<file path="src/rtl/program_loader_pkg.sv">
// program_loader_pkg: shared loader state encoding and datapath widths.
package program_loader_pkg;
  localparam int WORD_W = 16;
  localparam int BYTE_W = 8;
  localparam int IADDR_W = 10;
  typedef enum logic [2:0] {
    IDLE, LEN_HI, LEN_LO, DATA_HI, DATA_LO, CHECK, DONE, ERR
  } state_t;
endpackage

</file>
<file path="src/rtl/program_loader_checksum.sv">
// loader_checksum: running XOR of accepted payload bytes (clk, rst, clr, en, din -> csum).
module loader_checksum
  import program_loader_pkg::*;
(
  input  logic              clk,
  input  logic              rst,
  input  logic              clr,
  input  logic              en,
  input  logic [BYTE_W-1:0] din,
  output logic [BYTE_W-1:0] csum
);
  always_ff @(posedge clk)
    csum <= (rst || clr) ? '0 : en ? csum ^ din : csum;
endmodule

</file>
<file path="src/rtl/program_loader.sv">
// program_loader: framed byte stream to 16-bit instruction memory writes; holds cpu_rst until a verified load (ports: start, byte_valid/byte_data/byte_ready in; wr_en/wr_addr/wr_data, cpu_rst, busy, done, error out).
module program_loader
  import program_loader_pkg::*;
#(
  parameter int ADDR_W  = IADDR_W,
  parameter bit CSUM_EN = 1'b1
) (
  input  logic              clk,
  input  logic              rst,
  input  logic              start,
  input  logic              byte_valid,
  input  logic [BYTE_W-1:0] byte_data,
  output logic              byte_ready,
  output logic              wr_en,
  output logic [ADDR_W-1:0] wr_addr,
  output logic [WORD_W-1:0] wr_data,
  output logic              cpu_rst,
  output logic              busy,
  output logic              done,
  output logic              error
);
  localparam logic [16:0] DEPTH = 17'(1) << ADDR_W;
  state_t            state;
  logic [BYTE_W-1:0] hi, len_hi, csum;
  logic [ADDR_W:0]   cnt, len;
  logic [16:0]       n;
  logic              acc, clr;
  assign byte_ready = state inside {LEN_HI, LEN_LO, DATA_HI, DATA_LO, CHECK};
  assign busy       = byte_ready;
  assign done       = state == DONE;
  assign error      = state == ERR;
  assign cpu_rst    = state != DONE;
  assign acc        = byte_valid && byte_ready;
  assign clr        = start && (state inside {IDLE, DONE, ERR});
  assign n          = {1'b0, len_hi, byte_data};
  loader_checksum u_csum (
    .clk  (clk),
    .rst  (rst),
    .clr  (clr),
    .en   (acc && (state inside {DATA_HI, DATA_LO})),
    .din  (byte_data),
    .csum (csum)
  );
  // wr_addr holds word k during its write strobe and steps once the strobe drops;
  // cnt is one bit wider so a full-depth frame is counted without wrapping.
  always_ff @(posedge clk) begin
    if (rst) begin
      state   <= IDLE;
      wr_en   <= 1'b0;
      wr_addr <= '0;
      wr_data <= '0;
      hi      <= '0;
      len_hi  <= '0;
      cnt     <= '0;
      len     <= '0;
    end else begin
      wr_en <= 1'b0;
      if (wr_en) wr_addr <= wr_addr + 1'b1;
      case (state)
        IDLE, DONE, ERR: if (clr) begin
          state   <= LEN_HI;
          cnt     <= '0;
          wr_addr <= '0;
        end
        LEN_HI: if (acc) begin
          len_hi <= byte_data;
          state  <= LEN_LO;
        end
        LEN_LO: if (acc) begin
          len   <= n[ADDR_W:0];
          state <= (n == '0 || n > DEPTH) ? ERR : DATA_HI;
        end
        DATA_HI: if (acc) begin
          hi    <= byte_data;
          state <= DATA_LO;
        end
        DATA_LO: if (acc) begin
          wr_en   <= 1'b1;
          wr_data <= {hi, byte_data};
          cnt     <= cnt + 1'b1;
          state   <= (cnt + 1'b1 == len) ? CHECK : DATA_HI;
        end
        CHECK: if (acc) state <= (CSUM_EN && byte_data != csum) ? ERR : DONE;
        default: state <= IDLE;
      endcase
    end
  end
endmodule

</file>
<file path="config.mk">
export PLATFORM = sky130hd
export DESIGN_NAME = program_loader
export DESIGN_NICKNAME = d
export VERILOG_FILES = /design/src/rtl/program_loader_pkg.sv /design/src/rtl/program_loader_checksum.sv /design/src/rtl/program_loader.sv
export SDC_FILE = /design/constraint.sdc
export NUM_CORES = 1
export LEC_CHECK = 0
export BUFFER_PORTS_ARGS = -buffer_cell sky130_fd_sc_hd__buf_2
export CAP_MARGIN = 15
export CORE_MARGIN = 2
export CORE_UTILIZATION = 58
export DETAILED_ROUTE_END_ITERATION = 8
export PLACE_DENSITY_LB_ADDON = 0.15
export SLEW_MARGIN = 20
export SYNTH_ARGS = -nofsm -noshare
export SYNTH_HDL_FRONTEND = slang
export SYNTH_SLANG_ARGS = --single-unit
</file>
<file path="constraint.sdc">
create_clock -name clk -period 3.3 [get_ports clk]
set_input_delay 0.66 -clock clk [delete_from_list [all_inputs] [get_ports clk]]
set_output_delay 0.66 -clock clk [all_outputs]
set_load 0.005 [all_outputs]
</file>
Word level (Yosys, flattened, before mapping) --
Cells that the tools add are included.
Storage, ports and cells: register bits after elaboration 76, word-level logic and storage cells 66, input port bits 12, output and inout port bits 32
Cells by class: $lt $le $gt $ge 1, add/sub/neg operators 2, equality and inequality tests 16, multiplexer cells 17, bitwise gates (word level) 2, reductions and logical operators 19
Operator list (number):
- 2-to-1 mux 10 bit | 3
- 2-to-1 mux 3 bit | 8
- 2-to-1 mux 11 bit | 2
- case mux 11 bit (2 select lines) | 1
- case mux 3 bit (6 select lines) | 1
- zero test 17 bit | 1
- > comparator 16 x 11 -> 1 bit, second input constant | 1
- == test 3 bit, second input constant | 4
- adder 11 x 1 -> 11 bit, second input constant | 1
- == test 11 bit | 1
- adder 10 x 1 -> 10 bit, second input constant | 1
- != test 2 bit, second input constant | 5
- != test 8 bit | 1
- AND reduction 2 bit | 4
- bitwise XOR 8 bit | 1
- == test 3 x 2 -> 1 bit, second input constant | 2
- AND reduction 6 bit | 1
- nonzero test 5 bit | 1
- nonzero test 2 bit | 2
- == test 3 x 1 -> 1 bit, second input constant | 1
- logical AND 1 bit | 3
- zero test 3 bit | 1
- != test 3 bit, second input constant | 1
- AND reduction 3 bit | 1
- 7 further kinds | 9

Depth between registers and ports, before layout --
Gate-level depths: netlist of run 1.
depth after elaboration 5, depth in mapped cells 9, mapped depth without buffers 7

By module --
A second synthesis of run 1 with hierarchy kept.
Second synthesis, totals: cells, all modules 452, area total of the unflattened synthesis 3636.0 µm²
By module, submodules not included:
- program_loader | seq. area each 1361.3 µm², cells an instance 416, times used 1, area an instance 3250.6 µm²
- loader_checksum | seq. area each 160.2 µm², cells an instance 36, times used 1, area an instance 385.4 µm²

Worst setup path before layout of run 1 --
No wires, ideal clock.
path type input-to-reg, start point in byte_valid, end point reg u_csum.csum[5], buffers on the path 1, stages 7, setup slack 1374 ps, library setup time 135 ps, data required time 3165 ps, data arrival time 1791 ps, path through buf_2 > nor2b_1 > nand3_1 > nand2_1 > nand2_1 > xor2_1 > nor2_1
Between the ends: longest elaborated chain between the ends 2
Ends and longest elaborated chain:
- start: declaration | line program_loader.sv:11 | input logic byte_valid,
- logical AND 1 bit | line program_loader.sv:33 | assign acc = byte_valid && byte_ready;
- logical AND 1 bit | line program_loader.sv:40 | .en (acc && (state inside {DATA_HI, DATA_LO})),
- end signal: assignment | line program_loader_checksum.sv:13 | csum <= (rst || clr) ? '0 : en ? csum ^ din : csum;
- end: declaration | line program_loader_checksum.sv:10 | output logic [BYTE_W-1:0] csum
No other way between the ends. A chain may end at the register's enable or synchronous reset.

Worst setup path in the final report of run 1 --
start point reg state[1], end point out busy
Between the ends: longest elaborated chain between the ends 2, elaborated cells on any way between the ends 6, those cells by class eq/ne: 5; reduce/logical: 1
Ends and longest elaborated chain:
- start: declaration | line program_loader.sv:23 | state_t state;
- start signal: assignment | line program_loader.sv:71 | state <= (n == '0 || n > DEPTH) ? ERR : DATA_HI;
- start signal: assignment | line program_loader.sv:81 | state <= (cnt + 1'b1 == len) ? CHECK : DATA_HI;
- start signal: assignment | line program_loader.sv:83 | CHECK: if (acc) state <= (CSUM_EN && byte_data != csum) ? ERR : DONE;
- == test 3 x 1 -> 1 bit (tied with other cells) | line program_loader.sv:28 | assign byte_ready = state inside {LEN_HI, LEN_LO, DATA_HI, DATA_LO, CHECK};
- nonzero test 5 bit * | line program_loader.sv:28
- end: declaration | line program_loader.sv:18 | output logic busy,
Mark *: on every way between the ends. The rest lies on a longest branch, timed or not.

==> out/metrics.cfg, run 1 <==
[synth]
synth_flop_cell = dfxtp_1
synthAdderAreaFrac_pct = 0.706
ys_seq_area_share_pct = 42.9
synth_compound_area_share_pct = 14.7
ys_async_sr_fraction_pct = 0
yosys.area_share.simple_pct = 26.6
synth_edf_count = 0
synth_top_family_by_area = simple AND/OR/NAND/NOR gates
syn_inst = 463
avgSynthCellArea_um2 = 7.66
ys_ff_latch = 76
synthXorXnorAreaFrac_pct = 8.89
ys_types = 47
synth_nets = 477
yosys_warnings = 0
syn-cell-area_um2 = 3550
synthMuxAreaShare_pct = 1.16

[setup_path]
cpMaxStageDelayCell = dfxtp_1
cp_top_family = flip-flops
rrSetupSlack_ns = 1.06
required_ns = 2.64
r2r_start = state[1]$_SDFFE_PP0P_
timing.rr.end = u_csum.csum[1]$_SDFFE_PP0P_
rr_worst_depth = 6
crit_chain = nor2_1 > a21boi_0 > buf_2
max_stage_delay_ns = 0.67
crit_type = register to output pin
cp_max_fo = 17
endpoint_kind = output pin
path_buf_inv = 1
start_kind = register
worstPathArrival_ns = 1.81

[clocking]
tritoncts = done
post_cts_resized = 0
cts.hold.buffers_added = 0
clk_pin_slew_ns = 0.08
cts.path.max_buffers = 2
post_cts_buffers = 0
clk_latency_ns = 0.36
cts_sinks = 76
cts_buffers = 9
cts_max_level = 3
cts-root-buf = clkbuf_8

[drt]
wirelength_um = 8030
drc = 0
antenna_left = 0
wl_per_cell_um = 14.2
num_vias = 3160
drtPass1Iterations = 4
drtIter0Drc = 175
vias_per_cell = 5.59

[min_path]
hold_path_startpoint = wr_data[4]$_SDFFE_PP0P_
hold_path_depth = 2
hp-class = register to register
holdPathEnd = wr_data[4]$_SDFFE_PP0P_

[layout]
syn2layout_area_growth_pct = 11.0
fillers = 536
drive_gt1_share_pct = 14.3
final_common_cell = nand2_1
register_area_um2 = 1520
multi_input_area_um2 = 1850
layout_common_cells = 116 x nand2_1, 76 x dfxtp_1, 58 x a21oi_1, 43 x buf_2, 39 x nor2_1
diodes = 0
fin_nets = 499

[global_route]
grt_pass1_wl_um = 13000
grt_pass1_vias = 2755
gr-total-overflow = 0
grt_max_degree = 59
grt.total_usage_pct = 25.0
antenna_found_initial = 0

[timing]
hold_ws_ns = 0.456
hold_viol = 0
final.min_clock_period_ns = 2.47
setup_viol = 0
max_slew_margin_pct = 48.6
slew_viol_final = 0
tightest_slew_ns = 0.770
fin_tns_setup_ns = 0
fmax_mhz = 405
rsz0062_at_grt = false
fin_crit_sh_pct = 74.8
finalClockSkew_ns = 0.0130

[placement]
port_buffers = 43
dp_hpwl_um = 5440
place_congestion = 0.840

[power]
power_density_nw_per_um2 = 455
p_leak_nw = 1.47
vdd_drop_max_mv = 0.374
power_w = 0.00179

[job]
cap_violations = 0

[floorplanning]
die_x_um = 82.2
rows = 28
die_area_um2 = 6760
start_util_pct = 59.9
core_area_um2 = 5920
num_io_pins = 44
die_y_um = 82.2

[run_status]
status = finished clean

[registers in the layout, indices dropped and copies added (netlist names)]
name,cells
state,3
len,11
wr_data,16
wr_en,1
wr_addr,10
hi,8
cnt,11
len_hi,8
u_csum.csum,8
[report_power, final]
part           total [W]  leakage [nW]  internal (W)  switching, W
sequential      0.000938         0.613      0.000926     0.0000125
clock           0.000742        0.0991      0.000375      0.000367
combinational   0.000110         0.760     0.0000352     0.0000750
[kinds of logic after synthesis]
logic type / after synthesis
fa+ha+maj: 2
compound gates: 92
xor+xnor: 36
flops: 76
buf+inv: 41
mux: 4
simple gates: 212
[per-layer routing]
| layer | routed length [um] | vias up | global-route usage [%] |
|---|---|---|---|
| met3 | 507 | 12 | 6.63 |
| met4 | 91 | 0 | 6.33 |
| met1 | 3680 | 1466 | 33.8 |
| met2 | 3750 | 93 | 39.8 |
| li1 | - | 1589 | - |
| met5 | 0 | - | 0 |
[cell usage after synthesis, types with 3 or more instances]
master	count	area (um^2)
buf_2	8	40.0
nor3_1	11	55.1
a31oi_1	5	31.3
inv_1	6	22.5
xor2_1	24	210
a21oi_1	58	290
nand4_1	7	43.8
xnor2_1	12	105
o21ai_0	11	55.1
nor2_1	39	146
nand3_1	11	55.1
and3_1	4	25.0
a311oi_1	3	26.3
nor4_1	5	31.3
clkbuf_1	24	90.1
nand2_1	116	435
mux2i_1	3	30.0
dfxtp_1	76	1520
nor2b_1	5	31.3
[worst max path at each step]
stage / from / end / slack [ns] / depth (start not counted)
floorplan: byte_valid / u_csum.csum[5]$_SDFFE_PP0P_ / 1.37 / 7
global placement: state[1]$_SDFFE_PP0P_ / wr_addr[4]$_SDFF_PP0_ / 0.99 / 4
detailed placement: byte_valid / u_csum.csum[1]$_SDFFE_PP0P_ / 1.02 / 6
CTS: state[1]$_SDFFE_PP0P_ / byte_ready / 0.84 / 3
global route: state[1]$_SDFFE_PP0P_ / busy / 0.67 / 3
finish: state[1]$_SDFFE_PP0P_ / busy / 0.83 / 3
[per-stage QoR]
stage / utilization, % / cell area (um^2) / std cells / setup slack (ns)
2_1_floorplan: - / 3550 / 463 / 1.37
3_5_place_dp: 63.0 / 3730 / 549 / 1.02
5_1_grt: 66.5 / 3940 / 565 / 0.665
3_3_place_gp: 62.9 / 3720 / 549 / 0.986
4_1_cts: 66.5 / 3940 / 565 / 0.842
6_report: 66.5 / 3940 / 565 / 0.830
[tightest hold or removal path: stages, from the launching register on]
cell and delay, ns:
dfxtp_1 0.31, nand2_1 0.05, a21oi_1 0.05
[final cells by class]
class	instances	area share, %
Clock inverter	6	1.81
Inverter	6	0.572
Clock buffer	10	3.50
Sequential cell	76	38.7
Multi-Input combinational cell	346	47.0
Timing Repair Buffer	46	6.04
Tap cell	75	2.38
(Power assumes the default switching activity.)
==> run 2: changes to the inputs <==
--- a/config.mk
+++ b/config.mk
@@ -5,10 +5,11 @@
 export SDC_FILE = /design/constraint.sdc
 export NUM_CORES = 1
 export LEC_CHECK = 0
+export ABC_AREA = 1
 export BUFFER_PORTS_ARGS = -buffer_cell sky130_fd_sc_hd__buf_2
 export CAP_MARGIN = 15
 export CORE_MARGIN = 2
-export CORE_UTILIZATION = 58
+export CORE_UTILIZATION = 57
 export DETAILED_ROUTE_END_ITERATION = 8
 export PLACE_DENSITY_LB_ADDON = 0.15
 export SLEW_MARGIN = 20
==> constraint.sdc (replaced) <==
create_clock -name clk -period 2.6 [get_ports clk]
set_input_delay 0.52 -clock clk [delete_from_list [all_inputs] [get_ports clk]]
set_output_delay 0.52 -clock clk [all_outputs]
set_load 0.005 [all_outputs]
==> run 2 against run 1 <==
  * Routed wire length decreased by 3.4%
  * Synthesized cell count increased by 5.6%
  * Sequential cell count unchanged
  * Hold slack improved by 0.0072 ns
  * Area after synthesis decreased by 1.0%
  * Critical path depth increased by 3
  * Final cell count increased by 8.0%
  * Sequential power increased by 29%
  * Critical path type is now register to register
  * Register-to-register slack got worse by 0.36 ns
==> out/metrics.cfg, run 2 <==
[global_route]
grt_pass1_vias = 2972
grt_pass1_wl_um = 12900
gr-total-overflow = 0
grt-busiest-layer = met2
use_met1_pct = 29.7
grtUsageMet2_pct = 42.5
antenna_found_initial = 0
grt.total_usage_pct = 24.7
grtUsageMet3_pct = 3.91
grt_max_degree = 36

[drt]
drc = 0
antenna_left = 0
drtPass1Iterations = 4
wirelength_um = 7760
wl_per_cell_um = 12.7
vias_per_cell = 5.36
drtIter0Drc = 105
num_vias = 3267

[synth]
syn-cell-area_um2 = 3510
synth_compound_area_share_pct = 15.9
ys_async_sr_fraction_pct = 0
ys_types = 33
synth_top_family_by_area = simple AND/OR/NAND/NOR gates
ys_seq_area_share_pct = 43.4
yosys_warnings = 0
ys_ff_latch = 76
synthTopCellsByCount = 130 x nand2_1, 76 x dfxtp_1, 71 x a21oi_1
synth_edf_count = 0
synthXorXnorAreaFrac_pct = 2.50
synth_top_area_share_pct = 43.4
avgSynthCellArea_um2 = 7.18
synthAdderAreaFrac_pct = 0.713
yosys.area_share.simple_pct = 29.9
synthMuxAreaShare_pct = 0
synth_most_common_cell = nand2_1
ys_top_cells_by_area = dfxtp_1 43%, nand2_1 14%, a21oi_1 10%
synth_flop_cell = dfxtp_1
synth_nets = 503
syn_inst = 489
synth_top_area_cell = dfxtp_1

[setup_path]
path_buf_inv = 2
crit_chain = inv_2 > nor3_4 > nand2_4 > inv_2 > nand3_1 > a21oi_1
rrSetupSlack_ns = 0.70
cpMaxStageDelayCell = dfxtp_1
cp_max_fo = 29
startpoint = state[2]$_SDFFE_PP0P_
endpoint_kind = register
max_stage_delay_ns = 0.49
r2r_start = state[2]$_SDFFE_PP0P_
crit_type = register to register
rr_worst_depth = 6
crit_cells = 6
cp_top_family = simple AND/OR/NAND/NOR gates
endpoint = cnt[4]$_SDFFE_PP0P_
worstPathArrival_ns = 2.19
timing.rr.end = cnt[4]$_SDFFE_PP0P_
required_ns = 2.89
crit_top_cell = inv_2
start_kind = register

[layout]
reg_top3 = wr_data x16, cnt x11, len x11
diodes = 0
drive_gt1_share_pct = 17.2
final_common_cell = nand2_1
fin_nets = 544
largest_reg_flops = 16
fillers = 536
syn2layout_area_growth_pct = 12.1
final_cells = 610
layout_common_cells = 130 x nand2_1, 76 x dfxtp_1, 71 x a21oi_1, 43 x buf_2, 41 x inv_1
top_register = wr_data

[timing]
finalClockSkew_ns = 0.00627
slew_viol_final = 0
fin_crit_sh_pct = 73.0
final.min_clock_period_ns = 1.90
max_slew_margin_pct = 60.6
setup_viol = 0
tightest_slew_ns = 0.591
fin_tns_setup_ns = 0
rsz0062_at_grt = false
hold_viol = 0
fmax_mhz = 527

[floorplanning]
core_area_um2 = 5920
die_area_um2 = 6800
die_y_um = 82.5
start_util_pct = 59.3
die_x_um = 82.5
num_io_pins = 44
rows = 28

[power]
power_w = 0.00226
p_leak_nw = 1.61
vdd_drop_max_mv = 0.396
power_density_nw_per_um2 = 575

[clocking]
post_cts_resized = 0
clk_pin_slew_ns = 0.09
tritoncts = done
cts.hold.buffers_added = 0
clk_latency_ns = 0.35
cts_sinks = 76
cts_buffers = 9
cts.path.max_buffers = 2
cts_max_level = 3
cts-root-buf = clkbuf_8
post_cts_buffers = 0

[job]
cap_violations = 0

[run_status]
status = finished clean

[placement]
place_congestion = 0.869
dp_hpwl_um = 5520
port_buffers = 43
placed_cells_incl_taps = 594

[min_path]
hp-class = register to register

-- run 2: changes by cell type after synthesis, moves of 11 or more --
cell      change
inv_1        +35
xor2_1       -15
xnor2_1      -11
a21oi_1      +13
nand3_1      +22
clkbuf_1     -16
o21ai_0      +14
nand2_1      +14
-- run 2: metrics by stage --
| stage | worst slack (ns) | cell area [um^2] | utilization (%) | hold WS [ns] |
|---|---|---|---|---|
| detailed placement | 0.701 | 3750 | 63.4 | 0.455 |
| global route | 0.446 | 3940 | 66.5 | 0.488 |
| finish | 0.703 | 3940 | 66.5 | 0.463 |
| global placement | 0.725 | 3750 | 63.4 | 0.451 |
| floorplan | 1.02 | 3510 | - | 0.439 |
| CTS | 0.689 | 3940 | 66.5 | 0.465 |
-- run 2: cell families (layout without fill, tap and decap cells) --
group / after synthesis / after routing
DFF: 76 / 76
buffers and inverters: 65 / 111
AOI/OAI and AO/OA: 106 / 106
and+or+nand+nor: 230 / 230
adders and majority gates: 2 / 2
xor gates and xnor gates: 10 / 10
-- run 2: worst min-delay path, cell delays in order (launching register included) --
cell and delay (ns):
dfxtp_1 0.31, nand2_1 0.06, a21oi_1 0.05
-- run 2: report_power, final --
group / total [W] / switching [W] / internal, W
registers: 0.00121 / 0.0000194 / 0.00119
clock network: 0.000843 / 0.000482 / 0.000361
logic: 0.000213 / 0.000150 / 0.0000627
total: 0.00226 / 0.000651 / 0.00161
-- run 2: worst min path at each step --
stage / start / end / slack [ns] / cells past startpoint
finish: wr_data[9]$_SDFFE_PP0P_ / wr_data[9]$_SDFFE_PP0P_ / 0.46 / 2
global route: wr_data[11]$_SDFFE_PP0P_ / wr_data[11]$_SDFFE_PP0P_ / 0.49 / 2
CTS: byte_data[6] / hi[6]$_SDFFE_PP0P_ / 0.47 / 3
detailed placement: wr_data[9]$_SDFFE_PP0P_ / wr_data[9]$_SDFFE_PP0P_ / 0.46 / 2
global placement: wr_data[2]$_SDFFE_PP0P_ / wr_data[2]$_SDFFE_PP0P_ / 0.45 / 2
floorplan: hi[2]$_SDFFE_PP0P_ / wr_data[10]$_SDFFE_PP0P_ / 0.44 / 2
-- run 2: per-layer routing --
metal	routed length (um)	share of wire, %
met1	3440	44
met3	396	5.1
met4	125	1.6
met2	3800	49
met5	0	0
-- run 2: area by class of cell --
cell class	instances	area (um^2)	area share, %
multi-input cells	348	1720	43.7
flip-flops and latches	76	1520	38.7
repair buffers	45	230	5.85
inverters	50	188	4.77
clock buffers	9	124	3.15
well taps	75	93.8	2.38
clock inverters	7	60.1	1.53
==> run 3: changes to the inputs <==
--- a/config.mk
+++ b/config.mk
@@ -5,7 +5,7 @@
 export SDC_FILE = /design/constraint.sdc
 export NUM_CORES = 1
 export LEC_CHECK = 0
-export ABC_AREA = 1
+export ABC_AREA = 0
 export BUFFER_PORTS_ARGS = -buffer_cell sky130_fd_sc_hd__buf_2
 export CAP_MARGIN = 15
 export CORE_MARGIN = 2
==> constraint.sdc (replaced) <==
create_clock -name clk -period 1.8 [get_ports clk]
set_input_delay 0.36 -clock clk [delete_from_list [all_inputs] [get_ports clk]]
set_output_delay 0.36 -clock clk [all_outputs]
set_load 0.005 [all_outputs]
==> run 3 against run 2 <==
  * Combinational power up 17%
  * Global-route usage is essentially flat
  * Hold slack got worse by 0.15 ns
  * Die area increased by 0.98%
  * Non-clock buffer count rose by 29
  * Critical path depth grew 1
  * Utilization grew 5.2 points
  * Sequential cell count is the same
  * Count of clock-buffer cells in the layout up 1
  * Maximum frequency up 7.4%
==> out/metrics.cfg, run 3 (synthesis gave the netlist of run 1 again) <==
[run_status]
status = finished clean

[clocking]
cts.hold.buffers_added = 0
cts.path.max_buffers = 2
cts_max_level = 3
clk_pin_slew_ns = 0.08
cts_sinks = 76
clk_latency_ns = 0.35
cts-root-buf = clkbuf_8
cts_buffers = 9
tritoncts = done

[global_route]
gr-total-overflow = 0
grt.total_usage_pct = 24.7
grt_max_degree = 51
grt_pass1_vias = 2979
antenna_found_initial = 0
grt_pass1_wl_um = 14000

[timing]
fin_crit_sh_pct = 98.1
final.min_clock_period_ns = 1.77
slew_viol_final = 0
fmax_mhz = 566
max_slew_margin_pct = 73.2
setup_viol = 0
fin_tns_setup_ns = 0
finalClockSkew_ns = 0.00749
rsz0062_at_grt = true
worst_slack_ns = 0.0339
tightest_slew_ns = 0.400
hold_viol = 0

[drt]
wirelength_um = 8410
drtIter0Drc = 201
vias_per_cell = 5.51
antenna_left = 0
wl_per_cell_um = 14.2
drtPass1Iterations = 4
drc = 0
num_vias = 3265

[layout]
diodes = 0
largest_reg_flops = 16
top_register = wr_data
fillers = 457
fin_nets = 527
final_common_cell = nand2_1
syn2layout_area_growth_pct = 20.3
layout_common_cells = 116 x nand2_1, 71 x dfxtp_1, 58 x a21oi_1, 43 x buf_2, 39 x nor2_1
multi_input_area_um2 = 1910
reg_top3 = wr_data x16, cnt x11, len x11
drive_gt1_share_pct = 21.2
register_area_um2 = 1530

[placement]
place_congestion = 0.887
port_buffers = 43
dp_hpwl_um = 5770
place_ws_ns = -0.0769

[floorplanning]
core_area_um2 = 5960
die_area_um2 = 6870
start_util_pct = 59.5
die_x_um = 82.9
num_io_pins = 44
rows = 28
die_y_um = 82.9

[job]
cap_violations = 0

[setup_path]
required_ns = 2.07
cp_top_family = simple AND/OR/NAND/NOR gates
rr_worst_depth = 7
timing.rr.end = state[2]$_SDFFE_PP0P_
crit_type = register to register
worstPathArrival_ns = 2.04
rrSetupSlack_ns = 0.03
cpMaxStageDelayCell = or3_4
path_buf_inv = 0
crit_cells = 7
startpoint = cnt[0]$_SDFFE_PP0P_
endpoint_kind = register
endpoint = state[2]$_SDFFE_PP0P_
crit_chain = ha_4 > xnor2_2 > nand2_1 > a211oi_2 > nand4_1 > or3_4 > o31ai_4
cp_max_fo = 2
r2r_start = cnt[0]$_SDFFE_PP0P_
start_kind = register
max_stage_delay_ns = 0.37

[power]
power_w = 0.00352
vdd_drop_max_mv = 0.559
p_leak_nw = 1.65
power_density_nw_per_um2 = 825

[min_path]
hp-class = input pin to register

-- run 3: changes by cell type in the layout (fill, tap and decap cells not counted), moves of 8 or more --
cell     delta
xor2_1     +15
buf_4      +27
inv_1      -35
nand3_1    -22
inv_2       -8
nand2_1    -14
nor2_1      +8
xnor2_1    +10
o21ai_0    -14
a21oi_1    -13
-- run 3: worst min-delay path by stage --
stage,from,to,cells after the start
5_1_grt,byte_data[5],wr_data[5]$_SDFFE_PP0P_,3
6_report,byte_data[5],wr_data[5]$_SDFFE_PP0P_,3
2_1_floorplan,hi[2]$_SDFFE_PP0P_,wr_data[10]$_SDFFE_PP0P_,2
3_3_place_gp,wr_data[5]$_SDFFE_PP0P_,wr_data[5]$_SDFFE_PP0P_,2
4_1_cts,byte_data[5],wr_data[5]$_SDFFE_PP0P_,3
3_5_place_dp,wr_data[5]$_SDFFE_PP0P_,wr_data[5]$_SDFFE_PP0P_,2
-- run 3: worst min-delay path, stage by stage --
cell     delay, ns
buf_2         0.14
nand2_1       0.07
a21oi_1       0.05
-- run 3: power by group --
part           switching (W)  total, W  internal [W]  leakage, nW
Clock               0.000635   0.00156      0.000924        0.120
Combinational       0.000156  0.000250     0.0000938        0.911
Sequential         0.0000117   0.00171       0.00170        0.616
Total               0.000803   0.00352       0.00271         1.65
-- run 3: area by class of cell --
class	instances	area share, %
Clock buffer	10	2.99
Clock inverter	6	2.64
Inverter	6	0.528
Multi-Input combinational cell	346	44.7
Sequential cell	76	35.8
Tap cell	75	2.20
Timing Repair Buffer	74	11.1
-- run 3: layer usage --
| layer | wire (um) | GRT usage, % |
|---|---|---|
| met4 | 59 | 7.45 |
| met5 | 0 | 0 |
| met1 | 3830 | 32.4 |
| met3 | 445 | 5.47 |
| met2 | 4080 | 40.7 |
-- run 3: repair_timing --
item | CTS | global route
endpoints found under the setup margin | 3 | 4
pin swaps | 1 | 4
setup buffers | 0 | 2
gates resized for setup | 4 | 11
-- run 3: stage by stage --
| step | cells | hold WS, ns | area, um^2 | util [%] |
|---|---|---|---|---|
| 2_1_floorplan | 463 | 0.432 | 3560 | - |
| 3_3_place_gp | 575 | 0.443 | 3960 | 66.4 |
| 3_5_place_dp | 575 | 0.447 | 3960 | 66.4 |
| 4_1_cts | 591 | 0.302 | 4210 | 70.7 |
| 5_1_grt | 593 | 0.300 | 4270 | 71.6 |
| 6_report | 593 | 0.311 | 4270 | 71.6 |
